$ cat src/rtl/if_branch_ctrl_if.sv
// rtl/if_branch_ctrl_if.sv - fetch prediction and ID branch-resolution signal bundle
interface if_branch_ctrl_if;
    logic [31:0] fetch_pc;
    logic        pred_taken;
    logic        br_valid;
    logic [31:0] br_pc;
    logic [31:0] br_target;
    logic [3:0]  br_op;
    logic        br_unsigned;
    logic        br_pred;
    logic [31:0] rs_a;
    logic [31:0] rs_b;
    logic        a_pending;
    logic        b_pending;
    logic        stall;
    logic        flush;
    logic        redirect_valid;
    logic [31:0] redirect_pc;
    logic        resolved_taken;

    modport master (
        output fetch_pc, br_valid, br_pc, br_target, br_op, br_unsigned, br_pred,
               rs_a, rs_b, a_pending, b_pending,
        input  pred_taken, stall, flush, redirect_valid, redirect_pc, resolved_taken
    );

    modport slave (
        input  fetch_pc, br_valid, br_pc, br_target, br_op, br_unsigned, br_pred,
               rs_a, rs_b, a_pending, b_pending,
        output pred_taken, stall, flush, redirect_valid, redirect_pc, resolved_taken
    );
endinterface

$ cat src/rtl/if_branch_ctrl.sv
// rtl/if_branch_ctrl.sv - branch resolution FSM, 2-bit BHT and branch statistics
module if_branch_ctrl #(
    parameter int IDX_W = 6,
    parameter int CNT_W = 16
) (
    input  logic             clk,
    input  logic             rst_n,
    if_branch_ctrl_if.slave  bus,
    output logic [CNT_W-1:0] branch_cnt,
    output logic [CNT_W-1:0] mispred_cnt
);
    localparam int ENTRIES = 1 << IDX_W;

    typedef enum logic [1:0] {
        S_IDLE  = 2'd0,
        S_WAIT  = 2'd1,
        S_REDIR = 2'd2
    } state_t;

    state_t           state;
    state_t           state_nxt;
    logic [1:0]       bht [ENTRIES];
    logic [IDX_W-1:0] rd_idx;
    logic [IDX_W-1:0] upd_idx;
    logic             cond_br;
    logic             pending;
    logic             lt;
    logic             taken;
    logic             mispredict;
    logic             stall_c;
    logic             resolve;
    logic             unused_fetch_bits;

    assign rd_idx            = bus.fetch_pc[IDX_W+1:2];
    assign upd_idx           = bus.br_pc[IDX_W+1:2];
    assign unused_fetch_bits = ^{bus.fetch_pc[31:IDX_W+2], bus.fetch_pc[1:0]};

    // Read is straight from the table registers, so a same-cycle update is not visible yet.
    assign bus.pred_taken = bht[rd_idx][1];

    assign cond_br = bus.br_valid & ~bus.br_op[3];
    assign pending = bus.a_pending | bus.b_pending;

    always_comb begin
        lt = bus.br_unsigned ? (bus.rs_a < bus.rs_b)
                             : ($signed(bus.rs_a) < $signed(bus.rs_b));
        case (bus.br_op[2:1])
            2'b00:   taken = (bus.rs_a == bus.rs_b);
            2'b01:   taken = (bus.rs_a != bus.rs_b);
            2'b10:   taken = lt;
            default: taken = ~lt;
        endcase
    end

    assign mispredict = taken ^ bus.br_pred;

    always_ff @(posedge clk or negedge rst_n) begin
        if (!rst_n) begin
            state <= S_IDLE;
        end else begin
            state <= state_nxt;
        end
    end

    always_comb begin
        state_nxt = state;
        case (state)
            S_IDLE, S_WAIT: begin
                if (cond_br && pending) begin
                    state_nxt = S_WAIT;
                end else if (cond_br && mispredict) begin
                    state_nxt = S_REDIR;
                end else begin
                    state_nxt = S_IDLE;
                end
            end
            default: state_nxt = S_IDLE;
        endcase
    end

    // The branch in ID during REDIR is being flushed, so it neither stalls nor resolves.
    always_comb begin
        stall_c = 1'b0;
        resolve = 1'b0;
        case (state)
            S_IDLE, S_WAIT: begin
                stall_c = cond_br & pending;
                resolve = cond_br & ~pending;
            end
            default: begin
                stall_c = 1'b0;
                resolve = 1'b0;
            end
        endcase
    end

    assign bus.stall = stall_c & rst_n;

    always_ff @(posedge clk or negedge rst_n) begin
        if (!rst_n) begin
            for (int i = 0; i < ENTRIES; i++) begin
                bht[i] <= 2'b01;
            end
        end else if (resolve) begin
            if (taken && bht[upd_idx] != 2'b11) begin
                bht[upd_idx] <= bht[upd_idx] + 2'd1;
            end else if (!taken && bht[upd_idx] != 2'b00) begin
                bht[upd_idx] <= bht[upd_idx] - 2'd1;
            end
        end
    end

    always_ff @(posedge clk or negedge rst_n) begin
        if (!rst_n) begin
            bus.flush          <= 1'b0;
            bus.redirect_valid <= 1'b0;
            bus.redirect_pc    <= 32'd0;
            bus.resolved_taken <= 1'b0;
            branch_cnt         <= '0;
            mispred_cnt        <= '0;
        end else begin
            bus.flush          <= resolve & mispredict;
            bus.redirect_valid <= resolve & mispredict;
            if (resolve) begin
                bus.resolved_taken <= taken;
                if (branch_cnt != {CNT_W{1'b1}}) begin
                    branch_cnt <= branch_cnt + {{(CNT_W-1){1'b0}}, 1'b1};
                end
                if (mispredict) begin
                    bus.redirect_pc <= taken ? bus.br_target : bus.br_pc + 32'd4;
                    if (mispred_cnt != {CNT_W{1'b1}}) begin
                        mispred_cnt <= mispred_cnt + {{(CNT_W-1){1'b0}}, 1'b1};
                    end
                end
            end
        end
    end
endmodule

$ cat src/flat_wrapper.sv
// flat-port wrapper written by rule: the top's interface ports become plain ports
module if_branch_ctrl_flat 
#(
    parameter int IDX_W = 6,
    parameter int CNT_W = 16
)
  (clk, rst_n, branch_cnt, mispred_cnt, bus_fetch_pc, bus_br_valid, bus_br_pc, bus_br_target, bus_br_op, bus_br_unsigned, bus_br_pred, bus_rs_a, bus_rs_b, bus_a_pending, bus_b_pending, bus_pred_taken, bus_stall, bus_flush, bus_redirect_valid, bus_redirect_pc, bus_resolved_taken);
  if_branch_ctrl_if bus_i ();
  input  logic clk;
  input  logic rst_n;
  output logic [CNT_W-1:0] branch_cnt;
  output logic [CNT_W-1:0] mispred_cnt;
  input wire logic [$bits(bus_i.fetch_pc)-1:0] bus_fetch_pc;
  input wire logic [$bits(bus_i.br_valid)-1:0] bus_br_valid;
  input wire logic [$bits(bus_i.br_pc)-1:0] bus_br_pc;
  input wire logic [$bits(bus_i.br_target)-1:0] bus_br_target;
  input wire logic [$bits(bus_i.br_op)-1:0] bus_br_op;
  input wire logic [$bits(bus_i.br_unsigned)-1:0] bus_br_unsigned;
  input wire logic [$bits(bus_i.br_pred)-1:0] bus_br_pred;
  input wire logic [$bits(bus_i.rs_a)-1:0] bus_rs_a;
  input wire logic [$bits(bus_i.rs_b)-1:0] bus_rs_b;
  input wire logic [$bits(bus_i.a_pending)-1:0] bus_a_pending;
  input wire logic [$bits(bus_i.b_pending)-1:0] bus_b_pending;
  output wire logic [$bits(bus_i.pred_taken)-1:0] bus_pred_taken;
  output wire logic [$bits(bus_i.stall)-1:0] bus_stall;
  output wire logic [$bits(bus_i.flush)-1:0] bus_flush;
  output wire logic [$bits(bus_i.redirect_valid)-1:0] bus_redirect_valid;
  output wire logic [$bits(bus_i.redirect_pc)-1:0] bus_redirect_pc;
  output wire logic [$bits(bus_i.resolved_taken)-1:0] bus_resolved_taken;
  assign bus_i.fetch_pc = bus_fetch_pc;
  assign bus_i.br_valid = bus_br_valid;
  assign bus_i.br_pc = bus_br_pc;
  assign bus_i.br_target = bus_br_target;
  assign bus_i.br_op = bus_br_op;
  assign bus_i.br_unsigned = bus_br_unsigned;
  assign bus_i.br_pred = bus_br_pred;
  assign bus_i.rs_a = bus_rs_a;
  assign bus_i.rs_b = bus_rs_b;
  assign bus_i.a_pending = bus_a_pending;
  assign bus_i.b_pending = bus_b_pending;
  assign bus_pred_taken = bus_i.pred_taken;
  assign bus_stall = bus_i.stall;
  assign bus_flush = bus_i.flush;
  assign bus_redirect_valid = bus_i.redirect_valid;
  assign bus_redirect_pc = bus_i.redirect_pc;
  assign bus_resolved_taken = bus_i.resolved_taken;
  if_branch_ctrl #(.IDX_W(IDX_W), .CNT_W(CNT_W)) u_core (.clk(clk), .rst_n(rst_n), .bus(bus_i), .branch_cnt(branch_cnt), .mispred_cnt(mispred_cnt));
endmodule
$ cat config.mk
export PLATFORM = sky130hd
export DESIGN_NAME = if_branch_ctrl_flat
export DESIGN_NICKNAME = d
export VERILOG_FILES = /design/src/rtl/if_branch_ctrl_if.sv /design/src/rtl/if_branch_ctrl.sv /design/src/flat_wrapper.sv
export SDC_FILE = /design/constraint.sdc
export NUM_CORES = 1
export LEC_CHECK = 0
export ABC_AREA = 0
export CORE_MARGIN = 10
export CORE_UTILIZATION = 52
export DETAILED_ROUTE_END_ITERATION = 7
export HOLD_SLACK_MARGIN = 0.1
export PLACE_DENSITY = 0.79
export SETUP_SLACK_MARGIN = 0.15
export SYNTH_ARGS = -nofsm -noshare
export SYNTH_HDL_FRONTEND = slang
export SYNTH_SLANG_ARGS = --single-unit
$ cat constraint.sdc
create_clock -name clk -period 8.15 [get_ports clk]
set_input_delay 2.445 -clock clk [delete_from_list [all_inputs] [get_ports clk]]
set_output_delay 2.445 -clock clk [all_outputs]
set_load 0.01 [all_outputs]
; ---- Word-level counts from Yosys, hierarchy flattened
; Index checks and enable logic that the tools add are counted.
[word_totals]
ff_bits = 196
output_inout_bits = 69
in_bits = 171
[classes]
magnitude_cmp = 5
muxes = 20
bitwise = 12
addsub = 5
n_eq_ne = 8
reduce_logical = 15
[op_table]
columns = op, n
row1 = bitwise mux 128 bit, 2
row2 = two-way mux 128 bit, 2
row3 = less-than comparator 32 bit, 2
row4 = "adder 16 x 1 -> 16 bit, second input constant", 2
row5 = "adder 32 x 3 -> 32 bit, second input constant", 1
row6 = equality test 32 bit, 1
row7 = two-way mux 32 bit, 1
row8 = "inequality test 16 bit, second input constant", 2
row9 = inequality test 32 bit, 1
row10 = binary-select mux 2 bit (select 6 bit), 2
row11 = two-way mux 2 bit, 8
row12 = ">= comparator 7 bit, second input constant", 2
row13 = NOT 6 -> 7 bit, 2
row14 = demux 2 bit (select 6 bit), 1
row15 = "less-than comparator 7 x 1 -> 1 bit, second input constant", 1
row16 = AND reduction 2 bit, 3
row17 = bitwise AND 1 bit, 5
row18 = logical AND 1 bit, 5
row19 = "equality test 2 x 1 -> 1 bit, second input constant", 2
row20 = zero test 2 bit, 2
row21 = nonzero test 2 bit, 2
row22 = two-way mux 1 bit, 3
row23 = NOT 1 bit, 3
row24 = case mux 1 bit (3 select lines), 1
row25 = other kinds (9), 9

; ---- Depth between registers and ports, before layout
; Gate-level depths: netlist of run 1.
[depth]
word_depth = 9
ltp_mapped = 20

; ---- Worst setup path after synthesis of run 1
; No wires, ideal clock.
[synth_path]
path_kind = input to output
start = in bus_fetch_pc[2]
end = out bus_pred_taken
path_stages = 5
setup_slack_ns = 0.820
arrival_time_ns = 4.885
path_cell_list = clkbuf_1 > buf_1 > mux4_2 > mux4_2 > mux4_2
[synth_between]
elab_chain_cells = 4
[synth_lines]
columns = item, line_no
row1 = "start, declared", flat_wrapper.sv:13  ; input wire logic [$bits(bus_i.fetch_pc)-1:0] bus_fetch_pc;
row2 = NOT 6 -> 7 bit (not written as such), if_branch_ctrl.sv:39  ; assign bus.pred_taken = bht[rd_idx][1];
row3 = binary-select mux 2 bit (select 6 bit), if_branch_ctrl.sv:39
row4 = two-way mux 2 bit (not written as such) (2 in series), if_branch_ctrl.sv:39
row5 = "end, declared", flat_wrapper.sv:24  ; output wire logic [$bits(bus_i.pred_taken)-1:0] bus_pred_taken;
; Every way passes these cells. The select of a mux whose other input is x is not followed.

; ---- Worst setup path in the final report of run 1
; Same ends and word-level chain as after synthesis.

==> out/summary.txt, run 1 <==
Top FF cell, synth: dfrtp_1
gr usage total: 0.243
final wirelength: 35000 µm
Mapped Cells: 1220
Non-Filler Instances: 1681
CTS Hold Bufs: 0
Sequential Area: 4960 µm²
Vias: 10300
Clk pin slew, worst setup/hold paths: 70 ps
Final ANT Viol Nets: 0
hold crit path type: flop to flop
number of vias per cell: 6.14
area of the multi-input gates: 5830 µm²
Flop pwr share: 0.440
filler cell count: 1668
grt ovf: 0
Area after DPL: 13700 µm²
final setup skew: 15.1 ps
die area: 28100 µm²
CP Capture Type: output port
Syn. warnings: 0
Psw: 0.000805 W
CP startpoint kind: input pin
latest clock arrival within the worst-skew pair: 450 ps
library cells used by synthesis: 62
initial antenna violation count: 1
Final Max Slew Viols: 0
site row count: 53
DIE WIDTH: 168 µm
area grow syn2layout: 25.6%
synthesis-stage register bit count: 195
GP Congestion: 0.879
PnR worst setup slack: 408 ps
Post-synth EDFFs: 0
peak supply drop: 0.152 mV
Clock power frac: 0.314
power share of the combinational group: 0.246
drt wl/cell: 20.8 µm
ANT cells: 0
unrepaired setup endpoints after global routing: false
outcome: completed
Power Internal: 0.00179 W
drt drc: 0
largest net degree at the start of global routing: 77
post-synthesis sequential area ratio: 0.438
Syn Area/Cell: 9.28 µm²
top-area cell type share of the netlist area: 0.289
post-CTS resize count: 0
first-pass GRT wire length: 55800 µm
number of port buffers: 212
largest fanout on the critical path: 16
Num CTS Buffers: 17
Max transition margin: 0.181
switch share: 0.310
core area: 21200 µm²
Lkg Pwr: 5.79 nW
H-Tree Depth: 4
async set-or-reset flop fraction in the synthesized netlist: 1.00
vias in the first global route: 9899
synth top area cells: dfrtp_1, dfstp_2, o21ai_0
Final period util: 0.950
Worst Path Required: 5710 ps
Ports: 240
Starting Density: 0.534
nets: 1601
Die H: 168 µm
HPWL after DPL: 25500 µm
Post-CTS Setup Bufs: 0
share of cells above drive strength 1: 0.154
Pre-Repair DR Iteration Count: 5
DP Cell Count: 1649
Crit Path Category: input pin to output port
synthesized cell area: 11300 µm²
Yosys top cell by area: dfrtp_1
Clock Path Buffers: 2
setup_tns: 0 ps
clock sink total: 195
design area: 14200 µm²
CP Data Arrival Time: 5300 ps
PD cells: 183 nW/µm²
final setup vio count: 0
pre-CTS WS: 383 ps
Root Driver: clkbuf_16
First DRT Iteration DRCs: 1244
syn nets: 1428
Max Cap Viol: 0
Fmax: 0.129 GHz
CTS tree: done
Final Hold Fails: 0
fin crit period: 7740 ps
Worst-Margin Slew: 1220 ps
## cells in the mapped netlist (all sizes together), types with 27 or more instances
master / instances
or2: 62
o31ai: 34
dfrtp: 131
clkbuf: 69
nor2: 66
nor3: 41
inv: 39
ha: 37
o21ai: 270
xor2: 30
xnor2: 27
dfstp: 64
nand2: 82
## final timing paths
check                                                      startpoint                               endpoint  slack, ps  cells after the start
worst max-delay path                                  bus_fetch_pc[2]                         bus_pred_taken        410                      6
worst min-delay path            u_core.bus.redirect_pc[7]$_DFFE_PN0P_  u_core.bus.redirect_pc[7]$_DFFE_PN0P_        480                      2
worst max register to register                                   flop            u_core.bht[125]$_DFFE_PN0P_       3840                     14
worst min register to register  u_core.bus.redirect_pc[7]$_DFFE_PN0P_  u_core.bus.redirect_pc[7]$_DFFE_PN0P_        480                      2
max in group asynchronous                                       rst_n      u_core.mispred_cnt[6]$_DFFE_PN0P_       4010                      3
min in group asynchronous                                       rst_n             u_core.bht[21]$_DFFE_PN0P_       1970                      1
## placed cells by master, fill, tap and decap left out, types with 13 or more instances in the layout
master,instances
a21oi_1,16
a22oi_1,19
buf_4,31
clkbuf_16,17
clkdlybuf4s50_1,211
dfrtp_1,131
dfstp_2,64
ha_1,37
inv_1,39
mux4_2,21
nand2_1,82
nand2b_1,13
nand3_1,25
nand4_1,25
nor2_1,64
nor3_1,40
o21ai_0,252
o22ai_1,24
o31ai_1,34
or2_0,14
or2_2,48
xnor2_1,26
xor2_1,30
## power groups by stage
stage	clock (W)	sequential [W]	combinational, W
global placement	0	0.00115	0.000624
CTS	0.000829	0.00114	0.000642
finish	0.000817	0.00114	0.000639
floorplan	0	0.00118	0.000271
detailed placement	0	0.00116	0.000638
global route	0.000861	0.00116	0.000696
## layout make-up
| class | instances | share of cell area |
|---|---|---|
| Clock buffer | 19 | 0.0311 |
| Clock inverter | 13 | 0.00818 |
| Inverter | 39 | 0.0103 |
| Multi-Input combinational cell | 896 | 0.410 |
| Sequential cell | 195 | 0.349 |
| Tap cell | 275 | 0.0242 |
| Timing Repair Buffer | 244 | 0.167 |
## cells by family (layout without fill, tap and decap cells)
group | count (synthesis) | after routing | share of synthesized area
AOI/OAI and AO/OA | 409 | 409 | 0.212
muxes | 31 | 31 | 0.0509
adders and majority gates | 37 | 37 | 0.0409
xor gates and xnor gates | 57 | 57 | 0.0457
and+or+nand+nor | 362 | 362 | 0.163
DFF | 195 | 195 | 0.438
buffers and inverters | 129 | 315 | 0.0488
## through the flow
step / utilization / hold slack [ps] / total power [W]
floorplan: - / 459 / 0.00145
global placement: 0.643 / 458 / 0.00178
detailed placement: 0.643 / 467 / 0.00180
CTS: 0.670 / 483 / 0.00261
global route: 0.670 / 502 / 0.00271
finish: 0.670 / 481 / 0.00260
## critical path, cell delays in order
cell and delay, ps:
clkdlybuf4s50_1 500, buf_12 190, mux4_2 560, mux4_2 520, mux4_2 540, clkdlybuf4s50_1 520
## metal layers
layer | wire length [µm] | GRT usage | up-vias
li1 | - | - | 4769
met3 | 2870 | 0.0456 | 59
met4 | 756 | 0.0761 | 2
met1 | 14700 | 0.322 | 5015
met2 | 16700 | 0.395 | 481
met5 | 13 | 0 | -
Note: power is estimated with default switching activity, not from simulation.
==> inputs of run 2 (changes only) <==
PLACE_DENSITY = 0.81   (was 0.79)
==> out/summary.txt, run 2 (synthesis results as in run 1) <==
Final ANT Viol Nets: 0 (unchanged)
Final period util: 0.938 (was 0.950)
first-pass GRT wire length: 56000 µm (was 55800 µm)
Final Hold Fails: 0 (unchanged)
largest net degree at the start of global routing: 86 (was 77)
site row count: 53 (unchanged)
WHS: 480 ps (was 481 ps)
unrepaired setup endpoints after global routing: false (unchanged)
CTS Hold Bufs: 0 (unchanged)
number of vias per cell: 6.25 (was 6.14)
post-CTS resize count: 0 (unchanged)
largest fanout on the critical path: 16 (unchanged)
gr usage total: 0.245 (was 0.243)
CP Capture Type: output port (unchanged)
commonest non-fill, non-tap cells in the layout: o21ai_0, clkdlybuf4s50_1, dfrtp_1, nand2_1 (unchanged)
latest clock arrival within the worst-skew pair: 440 ps (was 450 ps)
peak supply drop: 0.150 mV (was 0.152 mV)
CTS tree: done (unchanged)
worst reg-to-reg path cell count: 14 (unchanged)
Vias: 10500 (was 10300)
vias in the first global route: 10000 (was 9899)
Num CTS Buffers: 17 (unchanged)
Clk pin slew, worst setup/hold paths: 70 ps (about the same)
outcome: completed (unchanged)
final setup vio count: 0 (unchanged)
leading cell type in the layout, fill and taps excluded: o21ai_0 (unchanged)
Fmax: 0.131 GHz (was 0.129 GHz)
Root Driver: clkbuf_16 (unchanged)
nets: 1597 (was 1601)
reg2reg setup slack: 3820 ps (was 3840 ps)
DIE WIDTH: 168 µm (unchanged)
Max transition margin: 0.128 (was 0.181)
die area: 28100 µm² (unchanged)
GP Congestion: 0.930 (was 0.879)
final setup skew: 13.0 ps (was 15.1 ps)
filler cell count: 1700 (was 1668)
share of cells above drive strength 1: 0.150 (was 0.154)
fin crit period: 7640 ps (was 7740 ps)
Pre-Repair DR Iteration Count: 6 (was 5)
Post-CTS Setup Bufs: 0 (unchanged)
area grow syn2layout: 25.8% (was 25.6%)
Die H: 168 µm (unchanged)
critical hold path startpoint: u_core.bus.resolved_taken$_DFFE_PN0P_ (was u_core.bus.redirect_pc[7]$_DFFE_PN0P_)
drt wl/cell: 21.3 µm (was 20.8 µm)
ANT cells: 0 (unchanged)
worst min-delay path endpoint: u_core.bus.resolved_taken$_DFFE_PN0P_ (was u_core.bus.redirect_pc[7]$_DFFE_PN0P_)
hold crit path type: flop to flop (unchanged)
final wirelength: 35600 µm (was 35000 µm)
grt ovf: 0 (unchanged)
area of the multi-input gates: 5830 µm² (about the same)
hold depth: 2 (unchanged)
Lkg Pwr: 5.80 nW (was 5.79 nW)
Sequential Area: 4960 µm² (unchanged)
First DRT Iteration DRCs: 1104 (was 1244)
Crit Path Category: input pin to output port (unchanged)
number of port buffers: 212 (unchanged)
core area: 21200 µm² (unchanged)
Ports: 240 (unchanged)
Clock Path Buffers: 2 (unchanged)
initial antenna violation count: 0 (was 1)
CP startpoint kind: input pin (unchanged)
Worst Path Required: 5710 ps (about the same)
setup_tns: 0 ps (unchanged)
total power: 0.00267 W (was 0.00260 W)
PD cells: 188 nW/µm² (was 183 nW/µm²)
Worst-Margin Slew: 1300 ps (was 1220 ps)
Final Max Slew Viols: 0 (unchanged)
Starting Density: 0.534 (unchanged)
CP Data Arrival Time: 5200 ps (was 5300 ps)
H-Tree Depth: 4 (unchanged)
HPWL after DPL: 25600 µm (was 25500 µm)
drt drc: 0 (unchanged)
clock sink total: 195 (unchanged)
Max Cap Viol: 0 (unchanged)
## run 2: power breakdown
group,internal (W),switching [W]
logic,0.000308,0.000328
registers,0.00107,0.0000700
clock network,0.000498,0.000396
## run 2: worst max path at each step
stage | start | endpoint | slack [ps]
2_1_floorplan | bus_fetch_pc[2] | bus_pred_taken | 820
3_3_place_gp | bus_fetch_pc[2] | bus_pred_taken | 500
3_5_place_dp | bus_fetch_pc[2] | bus_pred_taken | 490
4_1_cts | bus_fetch_pc[2] | bus_pred_taken | 490
5_1_grt | bus_fetch_pc[2] | bus_pred_taken | 460
6_report | bus_fetch_pc[2] | bus_pred_taken | 510
## run 2: final cells by class
| class | instances | area share |
|---|---|---|
| inverter | 39 | 0.0103 |
| tap | 275 | 0.0242 |
| clock buffer | 19 | 0.0311 |
| timing repair buffer | 240 | 0.165 |
| clock inverter | 13 | 0.0122 |
| sequential | 195 | 0.348 |
| multi-input combinational | 896 | 0.409 |
## run 2: worst max-delay path: stages
cell	delay [ps]
clkdlybuf4s50_1	500
buf_12	190
mux4_2	520
mux4_2	500
mux4_2	530
clkdlybuf4s50_1	510
## run 2: per-layer routing
metal | track usage | up-vias | part of all wire
met2 | 0.395 | 574 | 0.47
li1 | - | 4752 | -
met1 | 0.325 | 5089 | 0.42
met3 | 0.0557 | 74 | 0.090
met5 | 0 | - | 0
met4 | 0.0643 | 0 | 0.022
## run 2: metrics by stage
| step | cell area [µm²] | worst slack [ps] | utilization | instances |
|---|---|---|---|---|
| 6_report | 14200 | 505 | 0.671 | 1677 |
| 4_1_cts | 14200 | 494 | 0.671 | 1677 |
| 3_5_place_dp | 13600 | 493 | 0.642 | 1645 |
| 5_1_grt | 14200 | 457 | 0.671 | 1677 |
| 2_1_floorplan | 11300 | 820 | - | 1220 |
| 3_3_place_gp | 13600 | 504 | 0.642 | 1645 |
